### src/rtl/pipelined_shifter_if.sv
// Valid/ready bundle for pipelined_shifter: operation request side (in_*) and
// result side (out_*). The shifter takes the slave modport, its driver the master.
interface pipelined_shifter_if #(
   parameter int DATA_WIDTH  = 32,
   parameter int SHAMT_WIDTH = 5,
   parameter int TAG_WIDTH   = 6
);
   logic                   in_valid;
   logic                   in_ready;
   logic [DATA_WIDTH-1:0]  in_data;
   logic [SHAMT_WIDTH-1:0] in_shamt;
   logic [1:0]             in_op;
   logic [TAG_WIDTH-1:0]   in_tag;
   logic                   out_valid;
   logic                   out_ready;
   logic [DATA_WIDTH-1:0]  out_data;
   logic [TAG_WIDTH-1:0]   out_tag;

   modport master (
      output in_valid, in_data, in_shamt, in_op, in_tag, out_ready,
      input  in_ready, out_valid, out_data, out_tag
   );

   modport slave (
      input  in_valid, in_data, in_shamt, in_op, in_tag, out_ready,
      output in_ready, out_valid, out_data, out_tag
   );
endinterface

### src/rtl/pipelined_shifter.sv
// Pipelined barrel shifter (SLL/SRL/SRA, optional ROR) with valid/ready, tag and flush.
// Define SHIFTER_ROTATE_EN to make op 2'b11 rotate right; otherwise it behaves as SRL.
module pipelined_shifter #(
   parameter int DATA_WIDTH  = 32,
   parameter int SHAMT_WIDTH = 5,
   parameter int STAGES      = 2,
   parameter int TAG_WIDTH   = 6
) (
   input logic                clock,
   input logic                reset_n,
   input logic                flush,
   pipelined_shifter_if.slave bus
);
   localparam int LAST = STAGES - 1;

   typedef logic [DATA_WIDTH-1:0] data_t;

   logic                   slot_valid [STAGES];
   data_t                  slot_data  [STAGES];
   logic [SHAMT_WIDTH-1:0] slot_shamt [STAGES];
   logic [1:0]             slot_op    [STAGES];
   logic [TAG_WIDTH-1:0]   slot_tag   [STAGES];
   logic                   slot_sign  [STAGES];

   logic [STAGES-1:0]      load;
   data_t                  next_data  [STAGES];

   // Applies only the shamt bits owned by slot k; the sign comes from the original operand.
   function automatic data_t shift_slot(input int k, input data_t d,
                                        input logic [SHAMT_WIDTH-1:0] sa,
                                        input logic [1:0] op, input logic sign);
      data_t r;
      data_t fill;
      int    w;
      r = d;
      for (int b = 0; b < SHAMT_WIDTH; b++) begin
         w    = 1 << b;
         fill = ~({DATA_WIDTH{1'b1}} >> w);
         if ((((b * STAGES) / SHAMT_WIDTH) == k) && sa[b]) begin
            case (op)
               2'b00:   r = r << w;
               2'b10:   r = (r >> w) | (sign ? fill : '0);
`ifdef SHIFTER_ROTATE_EN
               2'b11:   r = (r >> w) | (r << (DATA_WIDTH - w));
`endif
               default: r = r >> w;
            endcase
         end
      end
      return r;
   endfunction

   // load[k]: slot k may take new content, i.e. it is empty or its occupant moves on.
   always_comb begin
      logic chain;
      chain = bus.out_ready;
      load  = '0;
      for (int k = LAST; k >= 0; k--) begin
         chain   = !slot_valid[k] || chain;
         load[k] = chain;
      end
   end

   always_comb begin
      next_data[0] = shift_slot(0, bus.in_data, bus.in_shamt, bus.in_op,
                                bus.in_data[DATA_WIDTH-1]);
      for (int k = 1; k < STAGES; k++) begin
         next_data[k] = shift_slot(k, slot_data[k-1], slot_shamt[k-1],
                                   slot_op[k-1], slot_sign[k-1]);
      end
   end

   assign bus.in_ready  = !flush && load[0];
   assign bus.out_valid = slot_valid[LAST];
   assign bus.out_data  = slot_data[LAST];
   assign bus.out_tag   = slot_tag[LAST];

   // Payload registers load only behind a valid occupant, so idle X never enters a slot.
   always_ff @(posedge clock or negedge reset_n) begin
      if (!reset_n) begin
         for (int k = 0; k < STAGES; k++) begin
            slot_valid[k] <= 1'b0;
            slot_data[k]  <= '0;
            slot_shamt[k] <= '0;
            slot_op[k]    <= '0;
            slot_tag[k]   <= '0;
            slot_sign[k]  <= 1'b0;
         end
      end else begin
         if (flush) begin
            slot_valid[0] <= 1'b0;
         end else if (load[0]) begin
            slot_valid[0] <= bus.in_valid;
         end
         if (bus.in_valid && bus.in_ready) begin
            slot_data[0]  <= next_data[0];
            slot_shamt[0] <= bus.in_shamt;
            slot_op[0]    <= bus.in_op;
            slot_tag[0]   <= bus.in_tag;
            slot_sign[0]  <= bus.in_data[DATA_WIDTH-1];
         end
         for (int k = 1; k < STAGES; k++) begin
            if (flush) begin
               slot_valid[k] <= 1'b0;
            end else if (load[k]) begin
               slot_valid[k] <= slot_valid[k-1];
            end
            if (load[k] && slot_valid[k-1]) begin
               slot_data[k]  <= next_data[k];
               slot_shamt[k] <= slot_shamt[k-1];
               slot_op[k]    <= slot_op[k-1];
               slot_tag[k]   <= slot_tag[k-1];
               slot_sign[k]  <= slot_sign[k-1];
            end
         end
      end
   end
endmodule
### src/flat_wrapper.sv
// flat-port wrapper written by rule: the top's interface ports become plain ports
module pipelined_shifter_flat 
#(
   parameter int DATA_WIDTH  = 32,
   parameter int SHAMT_WIDTH = 5,
   parameter int STAGES      = 2,
   parameter int TAG_WIDTH   = 6
)
  (clock, reset_n, flush, bus_in_valid, bus_in_data, bus_in_shamt, bus_in_op, bus_in_tag, bus_out_ready, bus_in_ready, bus_out_valid, bus_out_data, bus_out_tag);
  pipelined_shifter_if #(.DATA_WIDTH(DATA_WIDTH), .SHAMT_WIDTH(SHAMT_WIDTH), .TAG_WIDTH(TAG_WIDTH)) bus_i ();
  input logic clock;
  input logic reset_n;
  input logic flush;
  input wire logic [$bits(bus_i.in_valid)-1:0] bus_in_valid;
  input wire logic [$bits(bus_i.in_data)-1:0] bus_in_data;
  input wire logic [$bits(bus_i.in_shamt)-1:0] bus_in_shamt;
  input wire logic [$bits(bus_i.in_op)-1:0] bus_in_op;
  input wire logic [$bits(bus_i.in_tag)-1:0] bus_in_tag;
  input wire logic [$bits(bus_i.out_ready)-1:0] bus_out_ready;
  output wire logic [$bits(bus_i.in_ready)-1:0] bus_in_ready;
  output wire logic [$bits(bus_i.out_valid)-1:0] bus_out_valid;
  output wire logic [$bits(bus_i.out_data)-1:0] bus_out_data;
  output wire logic [$bits(bus_i.out_tag)-1:0] bus_out_tag;
  assign bus_i.in_valid = bus_in_valid;
  assign bus_i.in_data = bus_in_data;
  assign bus_i.in_shamt = bus_in_shamt;
  assign bus_i.in_op = bus_in_op;
  assign bus_i.in_tag = bus_in_tag;
  assign bus_i.out_ready = bus_out_ready;
  assign bus_in_ready = bus_i.in_ready;
  assign bus_out_valid = bus_i.out_valid;
  assign bus_out_data = bus_i.out_data;
  assign bus_out_tag = bus_i.out_tag;
  pipelined_shifter #(.DATA_WIDTH(DATA_WIDTH), .SHAMT_WIDTH(SHAMT_WIDTH), .STAGES(STAGES), .TAG_WIDTH(TAG_WIDTH)) u_core (.clock(clock), .reset_n(reset_n), .flush(flush), .bus(bus_i));
endmodule
### config.mk
export PLATFORM = sky130hd
export DESIGN_NAME = pipelined_shifter_flat
export DESIGN_NICKNAME = d
export VERILOG_FILES = /design/src/rtl/pipelined_shifter_if.sv /design/src/rtl/pipelined_shifter.sv /design/src/flat_wrapper.sv
export SDC_FILE = /design/constraint.sdc
export NUM_CORES = 1
export LEC_CHECK = 0
export CAP_MARGIN = 5
export CELL_PAD_IN_SITES_DETAIL_PLACEMENT = 0
export CELL_PAD_IN_SITES_GLOBAL_PLACEMENT = 2
export CORE_UTILIZATION = 35
export DETAILED_ROUTE_END_ITERATION = 12
export GPL_TIMING_DRIVEN = 0
export MAX_ROUTING_LAYER = met4
export PLACE_DENSITY_LB_ADDON = 0.12
export SLEW_MARGIN = 25
export SYNTH_ARGS = -nofsm -noshare
export SYNTH_HDL_FRONTEND = slang
export SYNTH_SLANG_ARGS = --single-unit
### constraint.sdc
create_clock -name clock -period 5.4 [get_ports clock]
set_input_delay 1.08 -clock clock [delete_from_list [all_inputs] [get_ports clock]]
set_output_delay 1.08 -clock clock [all_outputs]
set_load 0.02 [all_outputs]
==> results.py, run 1 <==
metrics = {
    "worst_setup_path": {
        "critical_path.cell_chain": "clkdlybuf4s50_1, buf_4, buf_4, buf_2, buf_2, a211oi_1, a2111oi_0, a21oi_1",
        "cp_top_family": "buffers and inverters",
        "cp_slowest_cell": "a2111oi_0",
        "arrival_ns": 4.13,
        "worst-path-buf-inv": 5,
        "critical_path.max_fanout": 10,
        "timing.setup.critical_path_class": "in2reg",
        "worst-endpoint-required_ns": 5.57,
        "cp_slowest_stage_delay_ns": 0.97,
        "worst_setup_path_end_kind": "register",
        "cp_launch_type": "input port",
    },
    "sta": {
        "timing_worst_slew_pin_value_ns": 1.13,
        "worst_clock_skew_on_the_final_layout_ns": 0.0120,
        "finalMaxSlewViolations": 0,
        "final.hold.worst_slack_ns": 0.470,
        "hold_violations": 0,
        "tightest_slew_margin_relative_to_the_limit_pct": 22.7,
        "min_period_over_period_pct": 73.3,
        "tns_ns": 0,
        "fin_crit_ns": 3.96,
        "rsz_0062_raised_after_global_routing": "false",
        "timing.fmax_mhz": 253,
        "setup-violations-final": 0,
    },
    "global_route": {
        "number_of_global_route_vias_before_repair": 7981,
        "grt.total_usage_pct": 34.3,
        "grt_max_degree": 47,
        "number_of_antenna_violations_at_the_first_check_in_global_routing": 0,
        "overflow": 0,
        "grt_pass1_wl_um": 52800,
    },
    "power": {
        "switching_share_pct": 38.7,
        "power.static_leakage_nw": 3.66,
        "totalPowerFinal_w": 0.00266,
        "power.net_switching_w": 0.00103,
        "power_frac_seq_pct": 32.7,
        "pwr-share-clk_pct": 23.8,
        "power-per-cell-area_nw_per_um2": 303,
        "power.combinational.fraction_pct": 43.5,
        "vdd_ir_drop_max_mv": 0.143,
        "cellInternalPower_w": 0.00163,
    },
    "synthesis": {
        "syn-cell-area_um2": 7260,
        "synthArstFlopShare_pct": 100,
        "ys_dominant_reg_cell": "dfrtp_1",
        "post-synth-top-count-cell": "nand2_1",
        "yosysWarnings": 0,
        "synth_commonest_cells": "nand2_1 (174), nor2_1 (102), dfrtp_1 (83), o21ai_0 (66), a21oi_1 (63)",
        "mean_area_per_synthesized_cell_um2": 7.44,
        "synth_edf_count": 0,
        "post_synth_main_area_contributors": "dfrtp_1 (29%), nand2_1 (9.0%), mux2i_1 (8.0%), nor2_1 (5.3%), o21ai_0 (4.5%)",
        "share_of_the_synthesized_area_in_the_top_cell_type_pct": 28.6,
        "synth.ff_latch_count": 83,
        "unique_cell_type_count_in_the_yosys_netlist": 61,
        "synth_cells": 976,
        "ys_seq_area_share_pct": 28.6,
        "synthDominantAreaCellType": "dfrtp_1",
        "postSynthNetCount": 1026,
    },
    "route": {
        "route.detailed.wl_per_inst_um": 26.3,
        "route.vias.total": 8291,
        "drt_iter0_markers": 934,
        "post-route-drc-count": 0,
        "totalWireLength_um": 35500,
        "drt-pass1-iter-count": 7,
        "routed_via_density": 6.15,
        "antenna_left": 0,
    },
    "cells_and_area": {
        "n_antenna_cell": 0,
        "design.final.nets": 1124,
        "area_delta_synth_final_pct": 21.1,
        "drive_above_1_share_pct": 11.9,
        "fin_util_pct": 43.3,
    },
    "floorplan": {
        "io_pins": 90,
        "chipWidth_um": 146,
        "start_util_pct": 35.8,
        "die_area_um2": 21300,
        "std_cell_core_area_um2": 20300,
        "std_cell_rows": 52,
        "die_y_um": 146,
    },
    "flow_run": {
        "cap_viol_max_count": 0,
    },
    "clock_tree": {
        "ctsHtreeMaxLevel": 3,
        "worstSkewPairLatency_ns": 0.34,
        "post-cts-setup-buffers": 0,
        "ctsRootBufferMaster": "clkbuf_16",
        "cts_tree": "built",
        "path_clk_slew_ns": 0.06,
        "cts_hold_buf": 0,
        "cts_inserted_buffers": 9,
        "numClockSinks": 83,
        "postCtsResizedCells": 0,
        "max_clock_buf_depth": 2,
    },
    "placement": {
        "port-buffer-count": 86,
        "finalWeightedCongestion": 1.02,
        "final_hpwl_dp_um": 26900,
    },
    "outcome": {
        "run_status": "finished clean",
    },
    "worst_hold_path": {
        "hold_path_class": "reg2reg",
    },
}
## placed cells by master (no fill, tap or decap), types with 10 or more instances in the layout
cell type and count:
nor2b_1 10, a31oi_1 42, nand2b_1 10, o22a_1 12
o21ai_0 66, o31ai_1 10, mux2_2 21, buf_2 35
clkdlybuf4s50_1 85, clkbuf_1 40, inv_1 18, nor2_1 102
mux2i_1 58, a211oi_1 19, nand3_1 14, a21oi_1 63
buf_4 44, buf_1 11, o22ai_1 25, a311oi_1 21
nand2_1 174, dfrtp_1 83, nor3_1 12
## kinds of logic after synthesis
kind of cell	after synthesis	share of synthesized area [%]
buffers and inverters	145	10.3
AOI/OAI and AO/OA	308	27.6
and+or+nand+nor	358	21.3
DFF	83	28.6
muxes	82	12.2
## power groups by stage
stage	Clock (W)	Sequential, W	Combinational [W]
floorplan	0	0.000828	0.000713
global placement	0	0.000878	0.00114
detailed placement	0	0.000881	0.00114
CTS	0.000644	0.000870	0.00114
global route	0.000669	0.000887	0.00124
finish	0.000633	0.000870	0.00116
## state kept, by name, indices dropped and copies added (netlist names)
register,flops
u_core.bus.out_data,32
u_core.bus.out_tag,6
u_core.bus.out_valid,1
u_core.slot_data,32
u_core.slot_op,2
u_core.slot_shamt,2
u_core.slot_sign,1
u_core.slot_tag,6
u_core.slot_valid,1
## through the flow
stage               instances  setup WS, ns  cell area (µm²)
global placement         1332         0.294             8460
finish                   1349          1.44             8790
detailed placement       1333          1.30             8490
global route             1349          1.43             8790
CTS                      1349          1.62             8790
floorplan                 976          2.77             7260
## worst min-delay path, stage by stage, from the launching register on
cell     delay (ns)
dfrtp_1        0.34
nand2_1        0.05
nand2_1        0.05
## path summary, 6_finish.rpt
kind / to / start / cells after the start / slack (ns)
setup reg to reg: u_core.slot_data[54]$_DFFE_PN0P_ / u_core.bus.out_valid$_DFFE_PN0P_ / 6 / 2.66
hold / removal: u_core.slot_tag[7]$_DFFE_PN0P_ / u_core.slot_tag[7]$_DFFE_PN0P_ / 2 / 0.47
max in group asynchronous: u_core.slot_data[43]$_DFFE_PN0P_ / reset_n / 2 / 4.11
setup / recovery: u_core.slot_data[54]$_DFFE_PN0P_ / bus_in_shamt[0] / 8 / 1.44
hold reg to reg: u_core.slot_tag[7]$_DFFE_PN0P_ / u_core.slot_tag[7]$_DFFE_PN0P_ / 2 / 0.47
min in group asynchronous: u_core.bus.out_tag[0]$_DFFE_PN0P_ / reset_n / 1 / 0.70
## layer usage
metal | share of wire, % | GRT usage, % | up-vias
li1 | - | - | 3711
met1 | 40 | 41.9 | 3922
met2 | 47 | 56.1 | 525
met3 | 7.2 | 3.88 | 133
met4 | 5.5 | 17.2 | 0
met5 | 0 | - | -
## final cells by class
cell class | count | area, µm²
multi-input combinational | 748 | 4440
fill | 2163 | 11500
inverter | 18 | 67.6
tap | 270 | 338
sequential | 83 | 2080
timing repair buffer | 87 | 886
buffer | 127 | 682
clock buffer | 13 | 260
clock inverter | 3 | 46.3
No activity file was read; power rests on OpenSTA's default activity.
==> run 2, diff against run 1 <==
--- a/config.mk
+++ b/config.mk
@@ -8,7 +8,7 @@
 export CAP_MARGIN = 5
 export CELL_PAD_IN_SITES_DETAIL_PLACEMENT = 0
 export CELL_PAD_IN_SITES_GLOBAL_PLACEMENT = 2
-export CORE_UTILIZATION = 35
+export CORE_UTILIZATION = 30
 export DETAILED_ROUTE_END_ITERATION = 12
 export GPL_TIMING_DRIVEN = 0
 export MAX_ROUTING_LAYER = met4
==> constraint.sdc (replaced) <==
create_clock -name clock -period 3.3 [get_ports clock]
set_input_delay 0.66 -clock clock [delete_from_list [all_inputs] [get_ports clock]]
set_output_delay 0.66 -clock clock [all_outputs]
set_load 0.02 [all_outputs]
==> results.py, run 2 (synthesized netlist as in run 1, its figures left out) <==
metrics = {
    "worst_setup_path": {
        "critical_path.cell_chain": "clkdlybuf4s50_1, buf_4, buf_4, buf_2, buf_2, a31oi_1, a2111oi_0, o211ai_1",
        "worst_setup_path_end_kind": "register",
        "cp_launch_type": "input port",
        "critical_path.max_fanout": 10,
        "timing.setup.critical_path_class": "in2reg",
        "arrival_ns": 3.54,
        "worst-endpoint-required_ns": 3.49,
        "cp_slowest_cell": "a2111oi_0",
        "cp_slowest_stage_delay_ns": 0.87,
    },
    "floorplan": {
        "start_util_pct": 30.8,
        "io_pins": 90,
        "die_y_um": 158,
        "std_cell_core_area_um2": 23600,
        "std_cell_rows": 56,
        "die_area_um2": 24800,
        "chipWidth_um": 158,
    },
    "power": {
        "pwr-share-clk_pct": 24.5,
        "power.net_switching_w": 0.00172,
        "power.static_leakage_nw": 3.67,
        "switching_share_pct": 38.9,
        "power-per-cell-area_nw_per_um2": 499,
        "power.combinational.fraction_pct": 43.3,
        "vdd_ir_drop_max_mv": 0.216,
        "cellInternalPower_w": 0.00271,
        "power_frac_seq_pct": 32.1,
    },
    "placement": {
        "pre_cts_ws_ns": -0.490,
        "final_hpwl_dp_um": 28700,
        "port-buffer-count": 86,
        "finalWeightedCongestion": 0.969,
    },
    "clock_tree": {
        "cts_hold_buf": 0,
        "cts_inserted_buffers": 9,
        "post-cts-setup-buffers": 0,
        "postCtsResizedCells": 2,
        "ctsHtreeMaxLevel": 3,
        "worstSkewPairLatency_ns": 0.35,
        "max_clock_buf_depth": 2,
        "ctsRootBufferMaster": "clkbuf_16",
        "path_clk_slew_ns": 0.06,
        "numClockSinks": 83,
        "cts_tree": "built",
    },
    "cells_and_area": {
        "mostFrequentLayoutCell": "nand2_1",
        "multiInputGateArea_um2": 4450,
        "most_frequent_cells_in_the_layout": "nand2_1 (174), nor2_1 (102), clkdlybuf4s50_1 (85)",
        "nFillCells": 2564,
        "fin_util_pct": 37.6,
        "area_delta_synth_final_pct": 22.3,
        "register_area_um2": 2080,
        "drive_above_1_share_pct": 12.2,
        "n_antenna_cell": 0,
        "design.final.nets": 1124,
    },
    "route": {
        "route.detailed.wl_per_inst_um": 27.0,
        "drt_iter0_markers": 723,
        "drt-pass1-iter-count": 5,
        "antenna_left": 0,
        "routed_via_density": 5.93,
        "post-route-drc-count": 0,
        "route.vias.total": 8297,
        "totalWireLength_um": 37800,
    },
    "sta": {
        "timing.fmax_mhz": 298,
        "min_period_over_period_pct": 102,
        "final.hold.worst_slack_ns": 0.203,
        "rsz_0062_raised_after_global_routing": "false",
        "tightest_slew_margin_relative_to_the_limit_pct": 25.5,
        "setup-violations-final": 1,
        "post-route-worst-setup-slack_ns": -0.0531,
        "tns_ns": -0.0531,
        "hold_violations": 0,
        "worst_clock_skew_on_the_final_layout_ns": 0.0104,
        "fin_crit_ns": 3.35,
        "finalMaxSlewViolations": 0,
        "timing_worst_slew_pin_value_ns": 1.09,
    },
    "worst_hold_path": {
        "hold_path_class": "in2async",
    },
    "global_route": {
        "grt_max_degree": 46,
        "overflow": 0,
        "grt.total_usage_pct": 31.6,
        "grt_pass1_wl_um": 54400,
        "number_of_global_route_vias_before_repair": 7962,
        "number_of_antenna_violations_at_the_first_check_in_global_routing": 0,
    },
    "flow_run": {
        "cap_viol_max_count": 0,
    },
    "outcome": {
        "failed_checks": "setup timing",
        "run_status": "finished, violations left",
    },
}
## run 2: final timing paths
kind / startpoint / endpoint / slack [ns] / cells past startpoint
worst max-delay path: bus_in_shamt[0] / u_core.slot_data[40]$_DFFE_PN0P_ / -0.05 / 8
worst min-delay path: reset_n / u_core.slot_valid[1]$_DFFE_PN0P_ / 0.20 / 1
worst max register to register: u_core.bus.out_valid$_DFFE_PN0P_ / u_core.slot_data[34]$_DFFE_PN0P_ / 0.83 / 6
worst min register to register: u_core.slot_tag[8]$_DFFE_PN0P_ / u_core.slot_tag[8]$_DFFE_PN0P_ / 0.47 / 2
max in group asynchronous: reset_n / u_core.slot_tag[7]$_DFFE_PN0P_ / 2.54 / 2
min in group clock: u_core.slot_tag[8]$_DFFE_PN0P_ / u_core.slot_tag[8]$_DFFE_PN0P_ / 0.47 / 2
## run 2: power groups by stage
| stage | sequential (W) | combinational [W] | clock, W |
|---|---|---|---|
| floorplan | 0.00135 | 0.00117 | 0 |
| detailed placement | 0.00144 | 0.00189 | 0 |
| global placement | 0.00144 | 0.00190 | 0 |
| finish | 0.00142 | 0.00192 | 0.00109 |
| global route | 0.00145 | 0.00206 | 0.00114 |
| CTS | 0.00142 | 0.00190 | 0.00111 |
## run 2: cell type report
cell class | count | area share [%]
sequential | 83 | 23.4
multi-input combinational | 748 | 50.1
clock buffer | 10 | 2.58
buffer | 127 | 7.69
tap | 319 | 4.49
clock inverter | 6 | 1.01
inverter | 18 | 0.761
timing repair buffer | 87 | 10.0
## run 2: per-layer routing
layer	GRT usage (%)	up-vias	part of all wire, %
li1	-	3704	-
met1	37.9	4049	41
met2	51.9	408	48
met3	3.23	136	5.3
met4	17.6	0	5.8
met5	-	-	0
## run 2: worst max-delay path: cells and delay by family
family / cells / cell delay [ns]
AO/OA/AOI/OAI: 3 / 1.13
buffers and inverters: 5 / 1.73
## run 2: per-stage QoR
step	cell area, µm²	power [W]	instances
detailed placement	8550	0.00334	1382
finish	8880	0.00443	1398
CTS	8870	0.00444	1398
global route	8880	0.00465	1398
global placement	8520	0.00334	1381
floorplan	7260	0.00252	976
==> run 3, diff against run 2 <==
--- a/config.mk
+++ b/config.mk
@@ -10,6 +10,7 @@
 export CELL_PAD_IN_SITES_GLOBAL_PLACEMENT = 2
 export CORE_UTILIZATION = 30
 export DETAILED_ROUTE_END_ITERATION = 12
+export GPL_ROUTABILITY_DRIVEN = 1
 export GPL_TIMING_DRIVEN = 0
 export MAX_ROUTING_LAYER = met4
 export PLACE_DENSITY_LB_ADDON = 0.12
==> results of run 3 <==
No change in the layout: final DEF, timing and power equal those of run 2.
==> patch 1 (config.mk and constraints of run 3) <==
The option `SHIFTER_ROTATE_EN` is turned on by a define.
--- a/src/rtl/pipelined_shifter.sv
+++ b/src/rtl/pipelined_shifter.sv
@@ -2,2 +2,4 @@
 // Define SHIFTER_ROTATE_EN to make op 2'b11 rotate right; otherwise it behaves as SRL.
+`define SHIFTER_ROTATE_EN
+
 module pipelined_shifter #(
Behaviour: not the same (Yosys sat finds a counterexample within 4 cycles, from zero or initial values and one cycle with reset_n low).
==> patch 1 against run 3 <==
Critical path type unchanged. Worst setup slack gained 0.088 ns. Routed wire length shrank 2.7%. Hold slack improved by 0.056 ns. Power rose by 4.7%. Synthesized area rose by 1.6%. Cell area is 1.3% higher. Sequential cell count unchanged.
==> patch 1: results (changes against run 3) <==
r2r-end: "u_core.slot_data[50]"
synth_compound_area_share_pct: 32.0  # +4.4 points
drt-met1-wl_um: 14900  # -4.7%
syn_inst: 947  # -3.0%
grtUsageMet1_pct: 36.4  # -1.5 points
ys_seq_area_share_pct: 28.1  # -0.46 points
synth_common_cells: "138 x nand2_1, 88 x o21ai_0, 83 x dfrtp_1"
p_int_mw: 2.84  # +5.1%
clock_skew_ns: 0.0109  # +0.000510 ns
vias_per_cell: 6.16  # +3.7%
power.static_leakage_nw: 3.50  # -4.7%
syn_nets: 997  # -2.8%
route.met2.wl_um: 17000  # -5.5%
layout.nets: 1093  # -2.8%
drive_gt1_share_pct: 13.5  # +1.3 points
hold_class: "in2async"
pwr-share-clk_pct: 23.4  # -1.1 points
grt_use_total_pct: 29.7  # -1.9 points
antenna_found_initial: 0  # unchanged
io_buffers: 85  # -1.2%
use_met3_pct: 2.66  # -0.57 points
dpl-instance-area_um2: 8670  # +1.4%
wl_met3_um: 2350  # +17%
grt_first_pass_wirelength_um: 54700  # +0.52%
wire_per_inst_um: 26.8  # -0.90%
cp_data_arrival_time_ns: 3.55  # about the same
n_fill_cell: 2638  # +2.9%
drtIter0Drc: 915  # +27%
whs_ns: 0.259  # +0.0562 ns
first_pass_iters: 6  # +1
dpl_worst_slack_ns: -0.611  # -0.121 ns
grt.met2_usage_pct: 47.0  # -5.0 points
synth_ff_type: "dfrtp_1"
hpwl_um: 28600  # -0.19%
synth_xor_area_share_pct: 0.119  # +0.12 points
r2r-start: "u_core.slot_valid[1]"
muxShareOfSynthArea_pct: 9.31  # -2.9 points
reg2reg_slack_ns: 0.58  # -0.25 ns
grt_start_max_net_pins: 50  # +8.7%
ys_top_cells_by_area: "dfrtp_1 28%, nand2_1 7.0%, o21ai_0 6.0%, buf_4 3.9%, a31oi_1 3.8%"
cpPeakStageDelay_ns: 0.66  # -0.21 ns
ir_drop_mv: 0.204  # -5.6%
final_cells: 1372  # -1.9%
status: "finished, final reports clean"
grt_pass1_vias: 8277  # +4.0%
pwr-share-comb_pct: 45.0  # +1.7 points
cp_slowest_cell: "clkbuf_1"
globalplace.congestion: 0.991  # +2.3%
relSlewSlack_pct: 35.3  # +9.9 points
htreeDepth: 3  # unchanged
p_sw_mw: 1.79  # +4.0%
ys_types: 71  # +16%
==> patch 1: worst max-delay path by stage <==
stage	cells past startpoint	endpoint	slack (ns)	startpoint
2_1_floorplan	8	u_core.slot_data[60]	0.95	bus_in_op[0]
3_3_place_gp	1	u_core.bus.out_tag[3]	-1.46	reset_n
3_5_place_dp	7	u_core.slot_data[42]	-0.61	bus_in_shamt[1]
4_1_cts	8	u_core.slot_data[43]	0.05	bus_in_shamt[1]
5_1_grt	9	u_core.slot_data[51]	0.04	bus_in_shamt[0]
6_report	7	u_core.slot_data[32]	0.04	bus_in_shamt[1]
==> patch 1: cell type report <==
type / count / area, um2 / share of cell area [%]
Buffer: 127 / 679 / 7.55
Clock buffer: 10 / 229 / 2.55
Clock inverter: 6 / 87.6 / 0.974
Inverter: 17 / 63.8 / 0.709
Multi-Input combinational cell: 719 / 4580 / 50.9
Sequential cell: 83 / 2080 / 23.1
Tap cell: 324 / 405 / 4.51
Timing Repair Buffer: 86 / 876 / 9.74
==> patch 2 (settings of run 3) <==
Without the edit above. `SHAMT_WIDTH` is set to 5 in 3 places; all go to 7.
--- a/src/rtl/pipelined_shifter_if.sv
+++ b/src/rtl/pipelined_shifter_if.sv
@@ -4,3 +4,3 @@
    parameter int DATA_WIDTH  = 32,
-   parameter int SHAMT_WIDTH = 5,
+   parameter int SHAMT_WIDTH = 7,
    parameter int TAG_WIDTH   = 6
--- a/src/rtl/pipelined_shifter.sv
+++ b/src/rtl/pipelined_shifter.sv
@@ -4,3 +4,3 @@
    parameter int DATA_WIDTH  = 32,
-   parameter int SHAMT_WIDTH = 5,
+   parameter int SHAMT_WIDTH = 7,
    parameter int STAGES      = 2,
--- a/src/flat_wrapper.sv
+++ b/src/flat_wrapper.sv
@@ -4,3 +4,3 @@
    parameter int DATA_WIDTH  = 32,
-   parameter int SHAMT_WIDTH = 5,
+   parameter int SHAMT_WIDTH = 7,
    parameter int STAGES      = 2,
Interface: changed (resized bus_in_shamt); port bits go from 90 to 92. The function was not compared with the original's and may differ.
==> patch 2 against run 3 <==
Cell count decreased by 0.14%. Sequential power down 3%. Combinational power decreased by 6%. First-iteration DRC count down 11%. Sequential share of layout area down 0.27 points. Routed wire length is 5.8% lower. Synthesized area is 2.8% higher. Sequential cell count grew 1. Worst setup slack improved by 0.092 ns. Power shrank 6.1%. Cell area is 2.4% higher. Largest cell class unchanged. Synthesized cell count fell by 0.82%. Hold slack got worse by 0.016 ns. Count of clock-buffer cells in the layout unchanged.
==> patch 2: results (changes against run 3) <==
grt.met2_usage_pct: 47.7  # -4.3 points
grtUsageMet1_pct: 35.2  # -2.7 points
drtIter0Drc: 645  # -11%
clkSinkCount: 84  # +1.2%
hpwl_um: 27600  # -3.7%
ys_types: 79  # +30%
dpl-instance-area_um2: 8770  # +2.6%
place_inst: 1380  # -0.14%
setup.worst_path.start: "bus_in_op[0]"
pwr-share-comb_pct: 43.2  # about the same
power.static_leakage_nw: 3.66  # -0.33%
p_sw_mw: 1.63  # -5.4%
use_met3_pct: 3.04  # -0.19 points
wl_met3_um: 2050  # +2.0%
r2r_cells: 8  # +2
globalplace.congestion: 0.981  # +1.2%
r2r-end: "u_core.slot_data[48]"
route.met2.wl_um: 16800  # -6.3%
avgSynthCellArea_um2: 7.71  # +3.6%
multi_input_area_share_pct: 50.2  # +0.081 points
grt_pass1_vias: 7977  # +0.19%
ir_drop_mv: 0.230  # +6.6%
ys_top_cells_by_area: "dfrtp_1 28%, nand2_1 7.4%, o21ai_0 5.0%, buf_4 4.6%, mux2i_1 4.6%"
vias: 8276  # -0.25%
n_fill_cell: 2676  # +4.4%
wirelength_um: 35500  # -5.8%
clock_skew_ns: 0.0102  # -0.000192 ns
cp_slowest_cell: "o221ai_1"
syn_inst: 968  # -0.82%
layout.nets: 1119  # -0.44%
swShare_pct: 39.2  # +0.28 points
grt_first_pass_wirelength_um: 53800  # -1.0%
multi_input_cells: 737  # -1.5%
regArea_um2: 2100  # +1.2%
n_all_buffers: 211  # -1.4%
drive_gt1_share_pct: 14.3  # +2.0 points
synth_common_cells: "148 x nand2_1, 84 x dfrtp_1, 84 x nor2_1"
whs_ns: 0.187  # -0.0159 ns
relSlewSlack_pct: 32.7  # +7.3 points
crit_family: "compound AO/OA/AOI/OAI gates"
first_pass_iters: 8  # +3
ys_seq_area_share_pct: 28.2  # -0.44 points
status: "finished, final reports clean"
cpPeakStageDelay_ns: 0.74  # -0.13 ns
syn_nets: 1020  # -0.58%
buf_share_pct: 18.2  # +0.45 points
grt_start_max_net_pins: 52  # +13%
## patch 2: cell types whose count changed after synthesis, moves of 11 or more
cell	before	now
nand2_1	174	148
nor2_1	102	84
mux2i_1	58	34
buf_6	0	12
o211ai_1	6	17
a31oi_1	42	29
buf_2	35	21
o22ai_1	25	38
## patch 2: kinds of logic (layout without fill, tap and decap cells)
logic type,after synthesis,in the layout,synth area share (%)
AND/OR/NAND/NOR,326,326,20.4
buffers and inverters,147,251,11.3
multiplexers,51,51,7.58
AO/OA/AOI/OAI,360,360,32.6
flip-flops,84,84,28.2
## patch 2: through the flow
step / setup TNS, ns / setup slack, ns / util, %
finish: 0 / 0.0386 / 37.3
detailed placement: -3.96 / -0.391 / 36.0
global route: 0 / 0.0287 / 37.3
CTS: 0 / 0.00914 / 37.1
global placement: -134.86 / -1.55 / 35.8
floorplan: 0 / 1.01 / -
